===== src/rtl/mdu_pkg.sv =====
// Shared encodings for the multiply/divide unit: operation codes, FSM states
// and the number of radix-2 iterations per operation.
package mdu_pkg;

    localparam int ITER_COUNT = 32;

    typedef enum logic [1:0] {
        OP_MULTU = 2'b00,
        OP_MULT  = 2'b01,
        OP_DIVU  = 2'b10,
        OP_DIV   = 2'b11
    } op_e;

    typedef enum logic [1:0] {
        IDLE   = 2'b00,
        RUN    = 2'b01,
        FINISH = 2'b10
    } state_e;

endpackage


===== src/rtl/mdu_core.sv =====
// Datapath: 64-bit accumulator with one shift-add / restoring shift-subtract
// step per cycle on operand magnitudes, plus the final sign fix-up.
module mdu_core
    import mdu_pkg::*;
#(
    parameter int XLEN = 32
) (
    input  logic            clk,
    input  logic            rst_n,
    input  logic            load,
    input  logic            step,
    input  op_e             op,
    input  logic [XLEN-1:0] in1,
    input  logic [XLEN-1:0] in2,
    output logic [XLEN-1:0] res_hi,
    output logic [XLEN-1:0] res_lo
);

    logic [2*XLEN-1:0] acc_reg;
    logic [XLEN-1:0]   opnd_reg;
    logic              is_div_reg;
    logic              neg_main_reg;
    logic              neg_rem_reg;

    logic              signed_op;
    logic              a_neg;
    logic              b_neg;
    logic [XLEN-1:0]   a_mag;
    logic [XLEN-1:0]   b_mag;
    logic [XLEN:0]     mul_sum;
    logic [XLEN:0]     trial;
    logic [2*XLEN-1:0] step_next;
    logic [2*XLEN-1:0] prod;

    always_comb begin
        signed_op = (op == OP_MULT) || (op == OP_DIV);
        a_neg     = signed_op & in1[XLEN-1];
        b_neg     = signed_op & in2[XLEN-1];
        a_mag     = a_neg ? -in1 : in1;
        b_mag     = b_neg ? -in2 : in2;
    end

    // Multiply keeps the multiplier in the low half and shifts the product in from the top;
    // divide shifts the dividend out of the low half while quotient bits shift in.
    always_comb begin
        mul_sum = {1'b0, acc_reg[2*XLEN-1:XLEN]} + (acc_reg[0] ? {1'b0, opnd_reg} : '0);
        trial   = acc_reg[2*XLEN-1:XLEN-1] - {1'b0, opnd_reg};
        if (!is_div_reg) begin
            step_next = {mul_sum, acc_reg[XLEN-1:1]};
        end else if (trial[XLEN]) begin
            step_next = {acc_reg[2*XLEN-2:0], 1'b0};
        end else begin
            step_next = {trial[XLEN-1:0], acc_reg[XLEN-2:0], 1'b1};
        end
    end

    always_ff @(posedge clk or negedge rst_n) begin
        if (!rst_n) begin
            acc_reg      <= '0;
            opnd_reg     <= '0;
            is_div_reg   <= 1'b0;
            neg_main_reg <= 1'b0;
            neg_rem_reg  <= 1'b0;
        end else if (load) begin
            is_div_reg   <= op[1];
            acc_reg      <= {{XLEN{1'b0}}, (op[1] ? a_mag : b_mag)};
            opnd_reg     <= op[1] ? b_mag : a_mag;
            // A zero divisor leaves the all-ones quotient un-negated.
            neg_main_reg <= (a_neg ^ b_neg) && !(op[1] && (in2 == '0));
            neg_rem_reg  <= op[1] & a_neg;
        end else if (step) begin
            acc_reg <= step_next;
        end
    end

    always_comb begin
        prod = neg_main_reg ? -acc_reg : acc_reg;
        if (is_div_reg) begin
            res_lo = neg_main_reg ? -acc_reg[XLEN-1:0] : acc_reg[XLEN-1:0];
            res_hi = neg_rem_reg ? -acc_reg[2*XLEN-1:XLEN] : acc_reg[2*XLEN-1:XLEN];
        end else begin
            res_lo = prod[XLEN-1:0];
            res_hi = prod[2*XLEN-1:XLEN];
        end
    end

endmodule


===== src/rtl/mdu_unit.sv =====
// Iterative multiply/divide unit with HI/LO registers: FSM, iteration counter,
// MTHI/MTLO writes and the busy/done handshake. Only XLEN=32 is supported.
module mdu_unit
    import mdu_pkg::*;
#(
    parameter int XLEN = 32
) (
    input  logic            clk,
    input  logic            rst_n,
    input  logic            start,
    input  logic [1:0]      op,
    input  logic [XLEN-1:0] in1,
    input  logic [XLEN-1:0] in2,
    input  logic            hi_we,
    input  logic            lo_we,
    output logic [XLEN-1:0] hi,
    output logic [XLEN-1:0] lo,
    output logic            busy,
    output logic            done
);

    state_e          state_reg, state_next;
    logic [4:0]      count_reg, count_next;
    logic [XLEN-1:0] hi_reg, hi_next;
    logic [XLEN-1:0] lo_reg, lo_next;
    logic            done_reg, done_next;
    logic            load;
    logic            step;
    logic [XLEN-1:0] res_hi;
    logic [XLEN-1:0] res_lo;

    mdu_core #(.XLEN(XLEN)) u_core (
        .clk    (clk),
        .rst_n  (rst_n),
        .load   (load),
        .step   (step),
        .op     (op_e'(op)),
        .in1    (in1),
        .in2    (in2),
        .res_hi (res_hi),
        .res_lo (res_lo)
    );

    always_ff @(posedge clk or negedge rst_n) begin
        if (!rst_n) begin
            state_reg <= IDLE;
            count_reg <= '0;
            hi_reg    <= '0;
            lo_reg    <= '0;
            done_reg  <= 1'b0;
        end else begin
            state_reg <= state_next;
            count_reg <= count_next;
            hi_reg    <= hi_next;
            lo_reg    <= lo_next;
            done_reg  <= done_next;
        end
    end

    always_comb begin
        state_next = state_reg;
        count_next = count_reg;
        hi_next    = hi_reg;
        lo_next    = lo_reg;
        done_next  = 1'b0;
        load       = 1'b0;
        step       = 1'b0;
        case (state_reg)
            IDLE: begin
                if (start) begin
                    load       = 1'b1;
                    count_next = 5'(ITER_COUNT - 1);
                    state_next = RUN;
                end else begin
                    if (hi_we) hi_next = in1;
                    if (lo_we) lo_next = in1;
                end
            end
            RUN: begin
                step       = 1'b1;
                count_next = count_reg - 5'd1;
                if (count_reg == 5'd0) state_next = FINISH;
            end
            FINISH: begin
                hi_next    = res_hi;
                lo_next    = res_lo;
                done_next  = 1'b1;
                state_next = IDLE;
            end
            default: state_next = IDLE;
        endcase
    end

    assign busy = (state_reg != IDLE);
    assign done = done_reg;
    assign hi   = hi_reg;
    assign lo   = lo_reg;

endmodule


===== config.mk =====
export PLATFORM = sky130hd
export DESIGN_NAME = mdu_unit
export DESIGN_NICKNAME = d
export VERILOG_FILES = /design/src/rtl/mdu_pkg.sv /design/src/rtl/mdu_core.sv /design/src/rtl/mdu_unit.sv
export SDC_FILE = /design/constraint.sdc
export NUM_CORES = 1
export LEC_CHECK = 0
export ABC_AREA = 1
export CAP_MARGIN = 30
export CORE_UTILIZATION = 43
export CTS_CLUSTER_DIAMETER = 40
export DETAILED_ROUTE_END_ITERATION = 8
export SLEW_MARGIN = 0
export SYNTH_ARGS = -nofsm -noshare
export SYNTH_HDL_FRONTEND = slang
export SYNTH_SLANG_ARGS = --single-unit

===== constraint.sdc =====
create_clock -name clk -period 2.99 [get_ports clk]
set_input_delay 0.299 -clock clk [delete_from_list [all_inputs] [get_ports clk]]
set_output_delay 0.299 -clock clk [all_outputs]
set_load 0.01 [all_outputs]

* Yosys cells after proc, flatten, opt, wreduce, memory -nomap -nowiden
Index checks and enable logic that the tools add are counted.
** Cells by class
- $add $sub $neg :: 8
- Equality and inequality tests :: 9
- Mux-type cells :: 29
- Bitwise gates (word level) :: 4
- Reductions and logical operators :: 15
** Operator list (count)
- 32-bit 2-to-1 mux :: 13
- 64-bit 2-to-1 mux :: 5
- 32-bit negator :: 4
- 32-bit one-hot mux with 2 select lines :: 2
- 64-bit negator :: 1
- 32-bit by 33-bit adder with 33-bit output :: 1
- 33-bit by 32-bit subtractor with 33-bit output :: 1
- 32-bit logical NOT :: 1
- 2-bit inequality test (second input constant) :: 5
- 5-bit one-hot mux with 2 select lines :: 1
- 2-bit nonzero test :: 4
- 3-bit AND reduction :: 2
- 5-bit logical NOT :: 1
- 5-bit 2-to-1 mux :: 1
- 5-bit by 1-bit subtractor with 5-bit output (second input constant) :: 1
- 2-bit by 1-bit == test with 1-bit output (second input constant) :: 2
- 2-bit == test (second input constant) :: 2
- 1-bit 2-to-1 mux :: 4
- 2-bit 2-to-1 mux :: 2
- 2-bit one-hot mux with 2 select lines :: 1
- 2-bit AND reduction :: 2
- 1-bit AND :: 3
- 1-bit logical AND :: 2
- 2-bit logical NOT :: 1
- other kinds (3) :: 3
** Word-level totals
- Flip-flop bits (word level) :: 171
- Input port bits :: 71

* Depth between registers and ports, before layout
Gate-level depths: netlist of run 1.
- Word-level depth :: 6
- Mapped depth :: 21

* Hierarchy
Synthesis of run 1 repeated with hierarchy kept, for this count alone.
** Second synthesis, totals
- Cell total of the unflattened synthesis :: 3171
- Area total of the unflattened synthesis :: 18315.1 um2
** By module, submodules not included
- mdu_core :: instances 1, cells an instance 2674, area an instance 14756.7 um2, seq. area each 2477.4 um2
- mdu_unit :: instances 1, cells an instance 497, area an instance 3558.4 um2, seq. area each 1801.7 um2

* Worst setup path after synthesis of run 1
No wires, ideal clock.
- Kind :: reg-to-reg
- From :: reg u_core.acc_reg[0]
- To :: reg u_core.acc_reg[61]
- Arrival time :: 2.479 ns
- Required time :: 2.874 ns
- Slack :: 0.395 ns
- Stages on the path, launching flop included :: 20
- Path buffers :: 2
- Cell sequence :: dfrtp_1 > buf_6 > clkbuf_1 > nand2_1 > inv_1 > ha_1 > inv_1 > fa_1 > o21ai_0 > nand2_1 > nand2_1 > nand2_1 > nand2_1 > nand2_1 > nand3_1 > nand3_1 > nand2_1 > inv_1 > nand2_1 > nand2_1
** On the way
- Word-level cells in the longest chain between the ends :: 5
** Ends and longest elaborated chain
- from (decl) :: line mdu_core.sv:19 : logic [2*XLEN-1:0] acc_reg;
- from (signal assigned) :: line mdu_core.sv:66 : acc_reg <= {{XLEN{1'b0}}, (op[1] ? a_mag : b_mag)};
- from (signal assigned) :: line mdu_core.sv:72 : acc_reg <= step_next;
- 32-bit 2-to-1 mux :: line mdu_core.sv:46 : mul_sum = {1'b0, acc_reg[2*XLEN-1:XLEN]} + (acc_reg[0] ? {1'b0, opnd_reg} : '0);
- 32-bit by 33-bit adder with 33-bit output :: line mdu_core.sv:46
- 64-bit 2-to-1 mux :: line mdu_core.sv:48 : if (!is_div_reg) begin
- 64-bit 2-to-1 mux :: line mdu_core.sv:71 : end else if (step) begin
- 64-bit 2-to-1 mux :: line mdu_core.sv:64 : end else if (load) begin
No other way between the ends. The select of a mux whose other input is x is not followed.
A chain may end at the register's enable or synchronous reset.

* Worst setup path in the final report of run 1
- From :: reg u_core.acc_reg[31]
- To :: reg u_core.acc_reg[0]
** On the way
- Word-level cells in the longest chain between the ends :: 5
** Ends and longest elaborated chain
- 33-bit by 32-bit subtractor with 33-bit output :: line mdu_core.sv:47 : trial = acc_reg[2*XLEN-1:XLEN-1] - {1'b0, opnd_reg};
- 64-bit 2-to-1 mux :: line mdu_core.sv:50 : end else if (trial[XLEN]) begin
- 64-bit 2-to-1 mux :: line mdu_core.sv:48
- 64-bit 2-to-1 mux :: line mdu_core.sv:71
- 64-bit 2-to-1 mux :: line mdu_core.sv:64
No other way between the ends. The select of a mux whose other input is x is not followed.

==> summary.txt, run 1 <==
Outcome
  • Status: complete, but fails checks
  • Failing checks: DRC

STA
  • Fin crit period: 2.85 ns
  • Fin. Hold Viols: 0
  • RSZ-0062 raised after global routing: false
  • Slew HR: 25.2%
  • Final Slew Violations: 0
  • F_max: 351 MHz
  • Worst-margin pin slew: 1.12 ns
  • Final setup TNS: 0 ns
  • Setup Skew: 0.0209 ns
  • Setup violators final: 0
  • Tcrit/Tclk final: 95.4%

CTS
  • Clk pin slew, worst setup/hold paths: 0.08 ns
  • Clock latency on the worst-skew pair: 0.51 ns
  • Clk sink count: 171
  • CTS Buf Count: 17
  • Post-CTS Setup Inserts: 0
  • Clock Tree Buf Depth: 2
  • Root Buffer: clkbuf_16
  • H-Tree Depth: 4
  • CTS tree: yes

Setup path
  • Worst Path Arrival: 3.24 ns
  • Required @ worst endpoint: 3.38 ns
  • Critical path fanouts, max: 28
  • Crit. End Element: flip-flop
  • Kind of critical path: flip-flop to flip-flop
  • Crit start category: flip-flop

Synth
  • Flops & latches, synth: 171
  • Asr flop ratio synth: 100%
  • Share of synthesized cell area in and, or, nand and nor gates: 41.8%
  • Post-synthesis mux area share: 0%
  • Post-synthesis compound-gate area fraction: 13.8%
  • Main combinational cell family by area after synthesis: simple AND/OR/NAND/NOR gates
  • Dominant synthesized flop cell: dfrtp_1
  • Post-synth top area share: 23.8%
  • Post-synthesis instance area: 18,000 µm²
  • Synth Area in XOR/XNOR: 3.45%
  • Synth warn: 0
  • Syn avg cell area: 5.92 µm²
  • Seq/Total Area, Yosys: 23.8%
  • Syn Nets: 3,184
  • Synth area leaders: dfrtp_1 (24%), nand2_1 (20%), inv_1 (9.2%)
  • Post-Synth Adder-Cell Area: 5.09%
  • Mapped Cells: 3,041
  • Cell taking the most area after synthesis: dfrtp_1
  • Number of synthesized flops with an enable pin: 0
  • Synth cell types: 55

Route
  • Antenna Nets Post-Route: 0
  • DRC viols: 2
  • Initial DRC Count: 2,415
  • DR vias/cell: 5.60
  • DRT Wirelength: 81.4 mm
  • Drt first pass iters: 9
  • Via count: 20,900
  • WL/cell: 21.8 µm

Flow run
  • Maxcap violations: 0

Floorplanning
  • Core area: 41,000 µm²
  • Die width: 207 µm
  • Rows: 74
  • Starting density of the core: 43.9%
  • Die ar.: 42,700 µm²
  • # IOs: 137
  • Die height: 207 µm

GRT
  • Largest net degree at the start of global routing: 83
  • Overall Global Routing Usage: 38.6%
  • Antenna violations before repair: 0
  • Vias in the first global route: 19,300
  • Grt total ovfl: 0
  • First-pass GRT wire length: 120 mm

Finish
  • # diodes: 0
  • Final Net Count: 3,325
  • Fraction of final layout cells sized beyond drive strength 1: 6.76%
  • Area Growth Syn to Fin: 15.6%
  • Max FFs per register: 64
  • Fin cells: 3,726
  • Final instance area: 20,800 µm²

Worst hold path
  • Hold Crit Class: input port to asynchronous set/reset pin

Placement
  • Placed Area: 20,200 µm²
  • Dpl hpwl: 65.8 mm
  • # port buffers: 136
  • Cell count after placement: 3,694
  • GPL Wtd Cong: 1.02

Pwr
  • PD cells: 1290 nW/µm²
  • Peak supply drop: 636 µV
  • Pleak: 0.0106 µW
-- critical path, stage by stage, from the launching register on --
cell and delay [ns]:
dfrtp_1 0.46, inv_1 0.13, ha_1 0.24, fa_1 0.43
inv_1 0.11, nand3_2 0.07, nand2_2 0.09, nand2_2 0.06
nand2_4 0.09, nand2_2 0.05, nand2_2 0.09, nand2_4 0.08
nand2_4 0.09, nand2_4 0.07, nand2_8 0.21, nand2_1 0.15
a22oi_2 0.29
-- routing by layer --
| metal | vias to the layer above | track usage [%] | part of all wire, % |
|---|---|---|---|
| met5 | - | 0 | 0 |
| met4 | 0 | 18.5 | 5.0 |
| met2 | 1045 | 58.3 | 43 |
| met1 | 9648 | 51.9 | 43 |
| li1 | 9992 | - | - |
| met3 | 190 | 8.92 | 9.3 |
-- Yosys cell counts, drive strengths merged, types with 19 or more instances --
library cell  count
a21oi           135
inv             448
nand3b           19
ha               70
a221oi           28
clkbuf           49
o21ai           135
a31oi            21
dfrtp           171
nand2          1001
xor2             54
buf              45
nand4            31
nand3           273
nor2            415
o211ai           32
-- stage by stage --
stage	util, %	total power, µW	hold slack, ns	worst slack [ns]
after floorplan	-	17700	0.00341	0.395
after global placement	49.3	24000	0.314	0.131
after detailed placement	49.3	24100	0.317	0.108
after CTS	50.7	26500	0.343	0.100
after global routing	50.7	29100	0.404	0.0121
final	50.7	26900	0.345	0.137
-- timing repair --
item	in CTS	in global routing
resized for setup	0	1
endpoints found under the setup margin	0	1
hold buffers	1	0
endpoints found under the hold margin	51	0
-- kinds of logic after synthesis --
kind of cell               count (synthesis)
DFF                                      171
buffers and inverters                    544
xor gates and xnor gates                  71
adders and majority gates                 72
and+or+nand+nor                         1772
AOI/OAI and AO/OA                        411
-- path summary, 6_finish.rpt --
path	endpoint	slack, ns	from	cells after the start
worst max-delay path	u_core.acc_reg[0]	0.14	u_core.acc_reg[31]	16
worst min register to register	lo[8]	0.49	lo[8]	2
worst min-delay path	u_core.opnd_reg[16]	0.35	rst_n	2
worst max register to register	u_core.acc_reg[0]	0.14	u_core.acc_reg[31]	16
min in group clk	lo[8]	0.49	lo[8]	2
max in group asynchronous	hi[19]	1.80	rst_n	3
-- layout by cell type, fill, tap and decap left out, types with 5 or more instances in the layout --
cell	n
o21bai_1	14
inv_1	440
nand2_4	5
nand3_2	13
nand4_1	31
nor2_2	16
clkdlybuf4s50_1	135
dfrtp_1	170
xnor2_1	17
nor2_4	7
nand2_1	957
a21boi_0	6
or2_2	7
o21ai_1	11
nand2_2	37
a31oi_1	21
nand3_1	259
o21ai_0	122
nor2_1	392
ha_1	70
inv_2	8
a221oi_1	28
o211ai_1	31
xor2_1	54
a22oi_1	11
o221ai_1	12
nor3_1	16
nand3b_1	19
clkbuf_16	17
buf_12	6
buf_4	73
a21oi_1	130
-- where the power goes --
part | internal (µW) | leakage [µW] | switching [µW] | total, µW
sequential | 3530 | 0.00201 | 1430 | 4960
clock | 1100 | 0.000271 | 1150 | 2250
combinational | 6850 | 0.00831 | 12800 | 19700
total | 11500 | 0.0106 | 15400 | 26900
-- cell type report --
cell class / count / area (µm²)
multi-input combinational: 2326 / 11600
fill: 4351 / 20200
inverter: 450 / 1690
timing repair buffer: 216 / 2040
clock inverter: 13 / 133
tap: 532 / 666
clock buffer: 18 / 429
sequential: 171 / 4280
Power figures use the tool's default switching activity.
==> inputs of run 2 (changes only) <==
Settings changed: CTS_CLUSTER_DIAMETER 40 to 100.
==> results of run 2 <==
The final DEF is identical to that of run 1; final timing and power are the same.
